File: src/rtl/cam_stream_gen_if.sv
// cam_stream_gen_if: parallel camera bus (PCLK/VSYNC/HREF/data) plus the
// pixel lookup handshake (pix_x/pix_y out, pix_in back).
// master = transmitter (cam_stream_gen), slave = receiver / pixel source.
interface cam_stream_gen_if;
  logic        PCLK_cam;
  logic        VSYNC_cam;
  logic        HREF_cam;
  logic [7:0]  data_cam;
  logic [9:0]  pix_x;
  logic [8:0]  pix_y;
  logic [15:0] pix_in;

  modport master (
    output PCLK_cam, VSYNC_cam, HREF_cam, data_cam, pix_x, pix_y,
    input  pix_in
  );

  modport slave (
    input  PCLK_cam, VSYNC_cam, HREF_cam, data_cam, pix_x, pix_y,
    output pix_in
  );
endinterface

File: src/rtl/cam_stream_gen.sv
// cam_stream_gen: OV7670-style camera bus transmitter (RGB565, high byte first).
// Optional colour-bar generator enabled by defining CAM_PATTERN_EN; without it
// pattern_sel is ignored and pix_in is always transmitted.
//
// state    | meaning
// ---------+------------------------------------------------------------
// S_IDLE   | PCLK held 0, waiting for enable
// S_START  | one lead-in PCLK period, bus blank, first byte tick ends it
// S_VSYNC  | VSYNC_cam high for V_SYNC lines
// S_VBACK  | blank lines after VSYNC
// S_ACTIVE | HREF lines carrying pixel bytes
// S_VFRONT | blank lines; end of last one pulses frame_done
module cam_stream_gen #(
  parameter int CLK_DIV  = 2,
  parameter int H_ACTIVE = 640,
  parameter int H_BLANK  = 288,
  parameter int V_SYNC   = 3,
  parameter int V_BACK   = 17,
  parameter int V_ACTIVE = 480,
  parameter int V_FRONT  = 10
) (
  input  logic Clk,
  input  logic Reset,
  input  logic enable,
  input  logic pattern_sel,
  output logic busy,
  output logic frame_done,
  cam_stream_gen_if.master cam
);

  localparam int HALF     = CLK_DIV / 2;
  localparam int DIV_W    = (HALF > 1) ? $clog2(HALF) : 1;
  localparam int LINE_LEN = 2 * H_ACTIVE + H_BLANK;
  localparam int BYTE_W   = $clog2(LINE_LEN);
  localparam int V_MAX_A  = (V_SYNC > V_BACK) ? V_SYNC : V_BACK;
  localparam int V_MAX_B  = (V_ACTIVE > V_FRONT) ? V_ACTIVE : V_FRONT;
  localparam int V_MAX    = (V_MAX_A > V_MAX_B) ? V_MAX_A : V_MAX_B;
  localparam int LINE_W   = (V_MAX > 1) ? $clog2(V_MAX) : 1;

  localparam logic [DIV_W-1:0]  DIV_LOAD  = DIV_W'(HALF - 1);
  localparam logic [BYTE_W-1:0] BYTE_LAST = BYTE_W'(LINE_LEN - 1);
  localparam logic [BYTE_W-1:0] HREF_END  = BYTE_W'(2 * H_ACTIVE);
  localparam logic [9:0]        X_LAST    = 10'(H_ACTIVE - 1);
  localparam logic [8:0]        Y_LAST    = 9'(V_ACTIVE - 1);

  typedef enum logic [2:0] {
    S_IDLE, S_START, S_VSYNC, S_VBACK, S_ACTIVE, S_VFRONT
  } state_t;

  state_t              state, state_nx;
  logic [DIV_W-1:0]    div_cnt;
  logic                pclk;
  logic                tick;
  logic [BYTE_W-1:0]   byte_cnt, byte_nx;
  logic [LINE_W-1:0]   line_cnt, line_nx;
  logic                done_nx;
  logic                href_nx;
  logic                vsync_q, href_q;
  logic [7:0]          data_q, pix_lo;
  logic [9:0]          x_q;
  logic [8:0]          y_q;
  logic [15:0]         pix_sel;

`ifdef CAM_PATTERN_EN
  logic [2:0]  bar;
  logic [15:0] bar_rgb;

  assign bar = 3'((13'(cam.pix_x) * 13'd8) / 13'(H_ACTIVE));

  // colour of the bar containing the next pixel column
  always_comb begin
    bar_rgb = 16'h0000;
    case (bar)
      3'd0:    bar_rgb = 16'hFFFF;
      3'd1:    bar_rgb = 16'hFFE0;
      3'd2:    bar_rgb = 16'h07FF;
      3'd3:    bar_rgb = 16'h07E0;
      3'd4:    bar_rgb = 16'hF81F;
      3'd5:    bar_rgb = 16'hF800;
      3'd6:    bar_rgb = 16'h001F;
      default: bar_rgb = 16'h0000;
    endcase
  end

  assign pix_sel = pattern_sel ? bar_rgb : cam.pix_in;
`else
  logic unused_pattern_sel;
  assign unused_pattern_sel = pattern_sel;
  assign pix_sel = cam.pix_in;
`endif

  // the byte tick is the edge where PCLK falls
  assign tick = (state != S_IDLE) && (div_cnt == '0) && pclk;

  // PCLK divider: half-period down-counter, idle low
  always_ff @(posedge Clk) begin
    if (Reset || state == S_IDLE) begin
      div_cnt <= DIV_LOAD;
      pclk    <= 1'b0;
    end else if (div_cnt == '0) begin
      div_cnt <= DIV_LOAD;
      pclk    <= ~pclk;
    end else begin
      div_cnt <= div_cnt - DIV_W'(1);
    end
  end

  // state, byte slot and remaining-lines registers
  always_ff @(posedge Clk) begin
    if (Reset) begin
      state      <= S_IDLE;
      byte_cnt   <= '0;
      line_cnt   <= '0;
      frame_done <= 1'b0;
    end else begin
      state      <= state_nx;
      byte_cnt   <= byte_nx;
      line_cnt   <= line_nx;
      frame_done <= done_nx;
    end
  end

  // next state: counters describe the slot being driven after the tick
  always_comb begin
    state_nx = state;
    byte_nx  = byte_cnt;
    line_nx  = line_cnt;
    done_nx  = 1'b0;
    case (state)
      S_IDLE: begin
        if (enable) begin
          state_nx = S_START;
          byte_nx  = '0;
          line_nx  = '0;
        end
      end
      S_START: begin
        if (tick) begin
          state_nx = S_VSYNC;
          byte_nx  = '0;
          line_nx  = LINE_W'(V_SYNC - 1);
        end
      end
      default: begin
        if (tick) begin
          if (byte_cnt == BYTE_LAST) begin
            byte_nx = '0;
            if (line_cnt == '0) begin
              case (state)
                S_VSYNC: begin
                  state_nx = S_VBACK;
                  line_nx  = LINE_W'(V_BACK - 1);
                end
                S_VBACK: begin
                  state_nx = S_ACTIVE;
                  line_nx  = LINE_W'(V_ACTIVE - 1);
                end
                S_ACTIVE: begin
                  state_nx = S_VFRONT;
                  line_nx  = LINE_W'(V_FRONT - 1);
                end
                default: begin
                  done_nx  = 1'b1;
                  state_nx = enable ? S_START : S_IDLE;
                  line_nx  = '0;
                end
              endcase
            end else begin
              line_nx = line_cnt - LINE_W'(1);
            end
          end else begin
            byte_nx = byte_cnt + BYTE_W'(1);
          end
        end
      end
    endcase
  end

  assign href_nx = (state_nx == S_ACTIVE) && (byte_nx < HREF_END);

  // bus outputs and pixel position update on byte ticks only
  always_ff @(posedge Clk) begin
    if (Reset) begin
      vsync_q <= 1'b0;
      href_q  <= 1'b0;
      data_q  <= 8'h00;
      pix_lo  <= 8'h00;
      x_q     <= 10'd0;
      y_q     <= 9'd0;
    end else if (tick) begin
      vsync_q <= (state_nx == S_VSYNC);
      href_q  <= href_nx;
      if (href_nx) begin
        if (!byte_nx[0]) begin
          data_q <= pix_sel[15:8];
          pix_lo <= pix_sel[7:0];
        end else begin
          data_q <= pix_lo;
          if (x_q == X_LAST) begin
            x_q <= 10'd0;
            y_q <= (y_q == Y_LAST) ? 9'd0 : y_q + 9'd1;
          end else begin
            x_q <= x_q + 10'd1;
          end
        end
      end else begin
        data_q <= 8'h00;
      end
    end
  end

  assign busy          = (state != S_IDLE);
  assign cam.PCLK_cam  = pclk;
  assign cam.VSYNC_cam = vsync_q;
  assign cam.HREF_cam  = href_q;
  assign cam.data_cam  = data_q;
  assign cam.pix_x     = x_q;
  assign cam.pix_y     = y_q;

endmodule

File: src/flat_wrapper.sv
// flat-port wrapper written by rule: the top's interface ports become plain ports
module cam_stream_gen_flat 
#(
  parameter int CLK_DIV  = 2,
  parameter int H_ACTIVE = 640,
  parameter int H_BLANK  = 288,
  parameter int V_SYNC   = 3,
  parameter int V_BACK   = 17,
  parameter int V_ACTIVE = 480,
  parameter int V_FRONT  = 10
)
  (Clk, Reset, enable, pattern_sel, busy, frame_done, cam_PCLK_cam, cam_VSYNC_cam, cam_HREF_cam, cam_data_cam, cam_pix_x, cam_pix_y, cam_pix_in);
  cam_stream_gen_if cam_i ();
  input  logic Clk;
  input  logic Reset;
  input  logic enable;
  input  logic pattern_sel;
  output logic busy;
  output logic frame_done;
  output wire logic [$bits(cam_i.PCLK_cam)-1:0] cam_PCLK_cam;
  output wire logic [$bits(cam_i.VSYNC_cam)-1:0] cam_VSYNC_cam;
  output wire logic [$bits(cam_i.HREF_cam)-1:0] cam_HREF_cam;
  output wire logic [$bits(cam_i.data_cam)-1:0] cam_data_cam;
  output wire logic [$bits(cam_i.pix_x)-1:0] cam_pix_x;
  output wire logic [$bits(cam_i.pix_y)-1:0] cam_pix_y;
  input wire logic [$bits(cam_i.pix_in)-1:0] cam_pix_in;
  assign cam_PCLK_cam = cam_i.PCLK_cam;
  assign cam_VSYNC_cam = cam_i.VSYNC_cam;
  assign cam_HREF_cam = cam_i.HREF_cam;
  assign cam_data_cam = cam_i.data_cam;
  assign cam_pix_x = cam_i.pix_x;
  assign cam_pix_y = cam_i.pix_y;
  assign cam_i.pix_in = cam_pix_in;
  cam_stream_gen #(.CLK_DIV(CLK_DIV), .H_ACTIVE(H_ACTIVE), .H_BLANK(H_BLANK), .V_SYNC(V_SYNC), .V_BACK(V_BACK), .V_ACTIVE(V_ACTIVE), .V_FRONT(V_FRONT)) u_core (.Clk(Clk), .Reset(Reset), .enable(enable), .pattern_sel(pattern_sel), .busy(busy), .frame_done(frame_done), .cam(cam_i));
endmodule
File: config.mk
export PLATFORM = sky130hd
export DESIGN_NAME = cam_stream_gen_flat
export DESIGN_NICKNAME = d
export VERILOG_FILES = /design/src/rtl/cam_stream_gen_if.sv /design/src/rtl/cam_stream_gen.sv /design/src/flat_wrapper.sv
export SDC_FILE = /design/constraint.sdc
export NUM_CORES = 1
export LEC_CHECK = 0
export CAP_MARGIN = 40
export CORE_MARGIN = 2
export CORE_UTILIZATION = 54
export CTS_CLUSTER_SIZE = 16
export DETAILED_ROUTE_END_ITERATION = 8
export PLACE_DENSITY = 0.8
export SLEW_MARGIN = 15
export SYNTH_ARGS = -nofsm -noshare
export SYNTH_HDL_FRONTEND = slang
export SYNTH_SLANG_ARGS = --single-unit
File: constraint.sdc
create_clock -name Clk -period 3.4 [get_ports Clk]
set_input_delay 1.02 -clock Clk [delete_from_list [all_inputs] [get_ports Clk]]
set_output_delay 1.02 -clock Clk [all_outputs]
set_load 0.03 [all_outputs]
==> results.ini <==
[logic_synthesis]
synth_edf_count=0
ys_types=60
ys.flop_type=dfxtp_1
synth_seq_cells=63
synth.area.top_cells=dfxtp_1 (38%), a21oi_1 (8.4%), nand3_1 (5.6%), o21ai_0 (4.8%), nand2_1 (3.7%)
synth_area_per_cell_um2=8.03
ys_top_cells_by_count=dfxtp_1 (63), a21oi_1 (56), nand3_1 (37), nand2_1 (33), o21ai_0 (32)
synth_top_area_share_pct=37.8
syn-cell-area_um2=3330
synthesis.nets=440
ys_warn_count=0
seq_area_frac_synth_pct=37.8
synthCells=415
async_flop_share_pct=0
synth.most_common_cell=dfxtp_1
synth.largest_area_cell=dfxtp_1

[drt]
vias=3297
drtIter0Drc=237
routed_wl_um=8270
drc_errors=0
wl_met1_um=3670
wl_met3_um=372
wl_met2_um=4160
first_pass_iters=5
top_layer_used=met4
wl_per_cell_um=15.1
vias_per_cell=6.04
antenna_left=0

[place]
placed_cell_area_um2=3950
dp_hpwl_um=5760
port_buffers=50
gp_congestion=0.828

[clock_tree]
cts_hold_buffers=0
cts_resized=0
post_cts_buffers=0
clock_sinks=63
cts_buffers=9
clk-insertion-delay-late_ns=0.34
htree_levels=3
clock-root-buffer=clkbuf_8
clock_path_buffers=2
cts_tree=yes
path_clk_slew_ns=0.07

[hold_path]
hp-class=register to register

[timing]
setup_tns_ns=0
setup_viol=0
worstMarginPinSlew_ns=0.650
timing.hold.ws_ns=0.477
rsz0062_at_grt=false
fmax_mhz=322
skew_ns=0.00600
fin_crit_ns=3.10
drv_slew=0
relSlewSlack_pct=56.6
hold_violations=0
finalCritPeriodShare_pct=91.3

[pwr]
power_density_nw_per_um2=404
peakVddDrop_uv=275
p_int_uw=1210
combPwrFrac_pct=15.0
power.net_switching_uw=458
power.leakage_uw=0.00139
p_clk_share_pct=38.3
p_sw_share_pct=27.4
pwr-share-seq_pct=46.7

[global_route]
grt_max_degree=49
grt_pass1_vias=3051
grt_antenna_before_repair=0
track_usage_pct=25.4
grt_overflow=0
grt_pass1_wl_um=13400

[setup_path]
crit_path_top_delay_cell=or4_1
critPathBufInv=2
worstPathMaxFanout=15
crit_arrival_ns=3.37
worstSetupStartpointType=input port
slowest_delay_ns=0.50
crit_family=compound AO/OA/AOI/OAI gates
worstPathRequired_ns=3.67
worstPathCellList=clkdlybuf4s50_1, nor2b_1, a211oi_1, a22o_1, o21bai_1, o211ai_4, buf_4, or4_1, a21oi_1
crit_path_end_kind=register
path_class=input port to register

[floorplan]
die_y_um=82.6
core_um2=5960
floorplan.io_pins=52
die_w_um=82.6
start_util_pct=56.0
row_count=28
dieArea_um2=6820

[finish]
area_delta_synth_final_pct=24.2
stdcell_area_um2=4140
nFillCells=514
fin_nets=491
drive_gt1_share_pct=10.4
diodes=0

[flow_run]
max_cap_violations=0

[outcome]
status=finished clean

## state kept, by name, summed over array words and instances, names as in the netlist
register,cells
u_core.state,3
u_core.cam.data_cam,8
u_core.cam.PCLK_cam,1
u_core.cam.HREF_cam,1
u_core.pix_lo,8
u_core.cam.pix_y,9
u_core.cam.VSYNC_cam,1
u_core.frame_done,1
u_core.cam.pix_x,10
u_core.byte_cnt,11
u_core.div_cnt,1
u_core.line_cnt,9
## cell type report
type | instances | area (um2) | area share (%)
Timing Repair Buffer | 64 | 628 | 15.2
Clock inverter | 3 | 42.5 | 1.03
Multi-Input combinational cell | 320 | 1940 | 46.8
Inverter | 8 | 30.0 | 0.725
Clock buffer | 13 | 149 | 3.60
Tap cell | 75 | 93.8 | 2.27
Sequential cell | 63 | 1260 | 30.5
## power groups by stage
stage | logic, uW | clock network (uW) | registers, uW
6_report | 250 | 641 | 780
5_1_grt | 275 | 685 | 783
4_1_cts | 249 | 648 | 780
3_5_place_dp | 248 | 0 | 796
3_3_place_gp | 240 | 0 | 795
2_1_floorplan | 168 | 0 | 792
## worst register-to-register path, cell delays in order, from the launching register on
cell	delay [ns]
dfxtp_1	0.59
nor3_4	0.15
nor2_2	0.55
a21oi_1	0.23
o22ai_2	0.32
o211ai_4	0.22
buf_4	0.22
or4_1	0.51
a21oi_1	0.16
## cell usage in the layout, fill, tap and decap left out, drive strengths merged, types with 3 or more instances in the layout
cell type       n
a31oi           6
nor2           30
or4            10
clkdlybuf4s50  50
o21ai          32
o221a           3
a21oi          56
o211ai          3
clkbuf         13
or3             6
ha              5
mux2            5
o31ai           8
nand4           3
and3            3
nor4            8
dfxtp          63
nand3          37
and2            3
nand2b          6
or2             3
nand2          34
inv             8
xor2            4
nor2b           9
a211oi          3
nor4b           3
buf            14
nor3           10
## per-layer routing
| layer | vias up | global-route usage [%] |
|---|---|---|
| met4 | 0 | 7.54 |
| met2 | 89 | 44.6 |
| li1 | 1634 | - |
| met5 | - | 0 |
| met1 | 1564 | 30.3 |
| met3 | 10 | 6.74 |
## logic make-up (layout without fill, tap and decap cells)
kind of cell | Yosys count | in the layout | synth area share (%)
simple gates | 176 | 176 | 29.7
compound gates | 127 | 127 | 23.1
flops | 63 | 63 | 37.8
buf+inv | 32 | 88 | 4.13
mux | 6 | 6 | 1.99
fa+ha+maj | 5 | 5 | 1.88
xor+xnor | 5 | 5 | 1.31
other cells | 1 | 1 | 0.112
## per-stage QoR
| stage | std cells | power, uW | util [%] | setup slack, ns |
|---|---|---|---|---|
| final | 546 | 1670 | 69.5 | 0.297 |
| after global routing | 546 | 1740 | 69.5 | 0.115 |
| after CTS | 546 | 1680 | 69.5 | 0.326 |
| after detailed placement | 530 | 1040 | 66.3 | -0.0184 |
| after global placement | 529 | 1030 | 66.2 | 0.0498 |
| after floorplan | 415 | 960 | - | 0.762 |
## path summary, 6_finish.rpt
| check | from | endpoint | slack (ns) | cells past startpoint |
|---|---|---|---|---|
| worst max-delay path | enable | u_core.cam.pix_x[9]$_SDFFE_PP0P_ | 0.30 | 9 |
| worst min-delay path | u_core.cam.VSYNC_cam$_SDFFE_PP0N_ | u_core.cam.VSYNC_cam$_SDFFE_PP0N_ | 0.48 | 2 |
| worst max register to register | u_core.state[1]$_SDFF_PP0_ | u_core.cam.pix_x[9]$_SDFFE_PP0P_ | 0.39 | 8 |
| worst min register to register | u_core.cam.VSYNC_cam$_SDFFE_PP0N_ | u_core.cam.VSYNC_cam$_SDFFE_PP0N_ | 0.48 | 2 |
(Power assumes the default switching activity.)
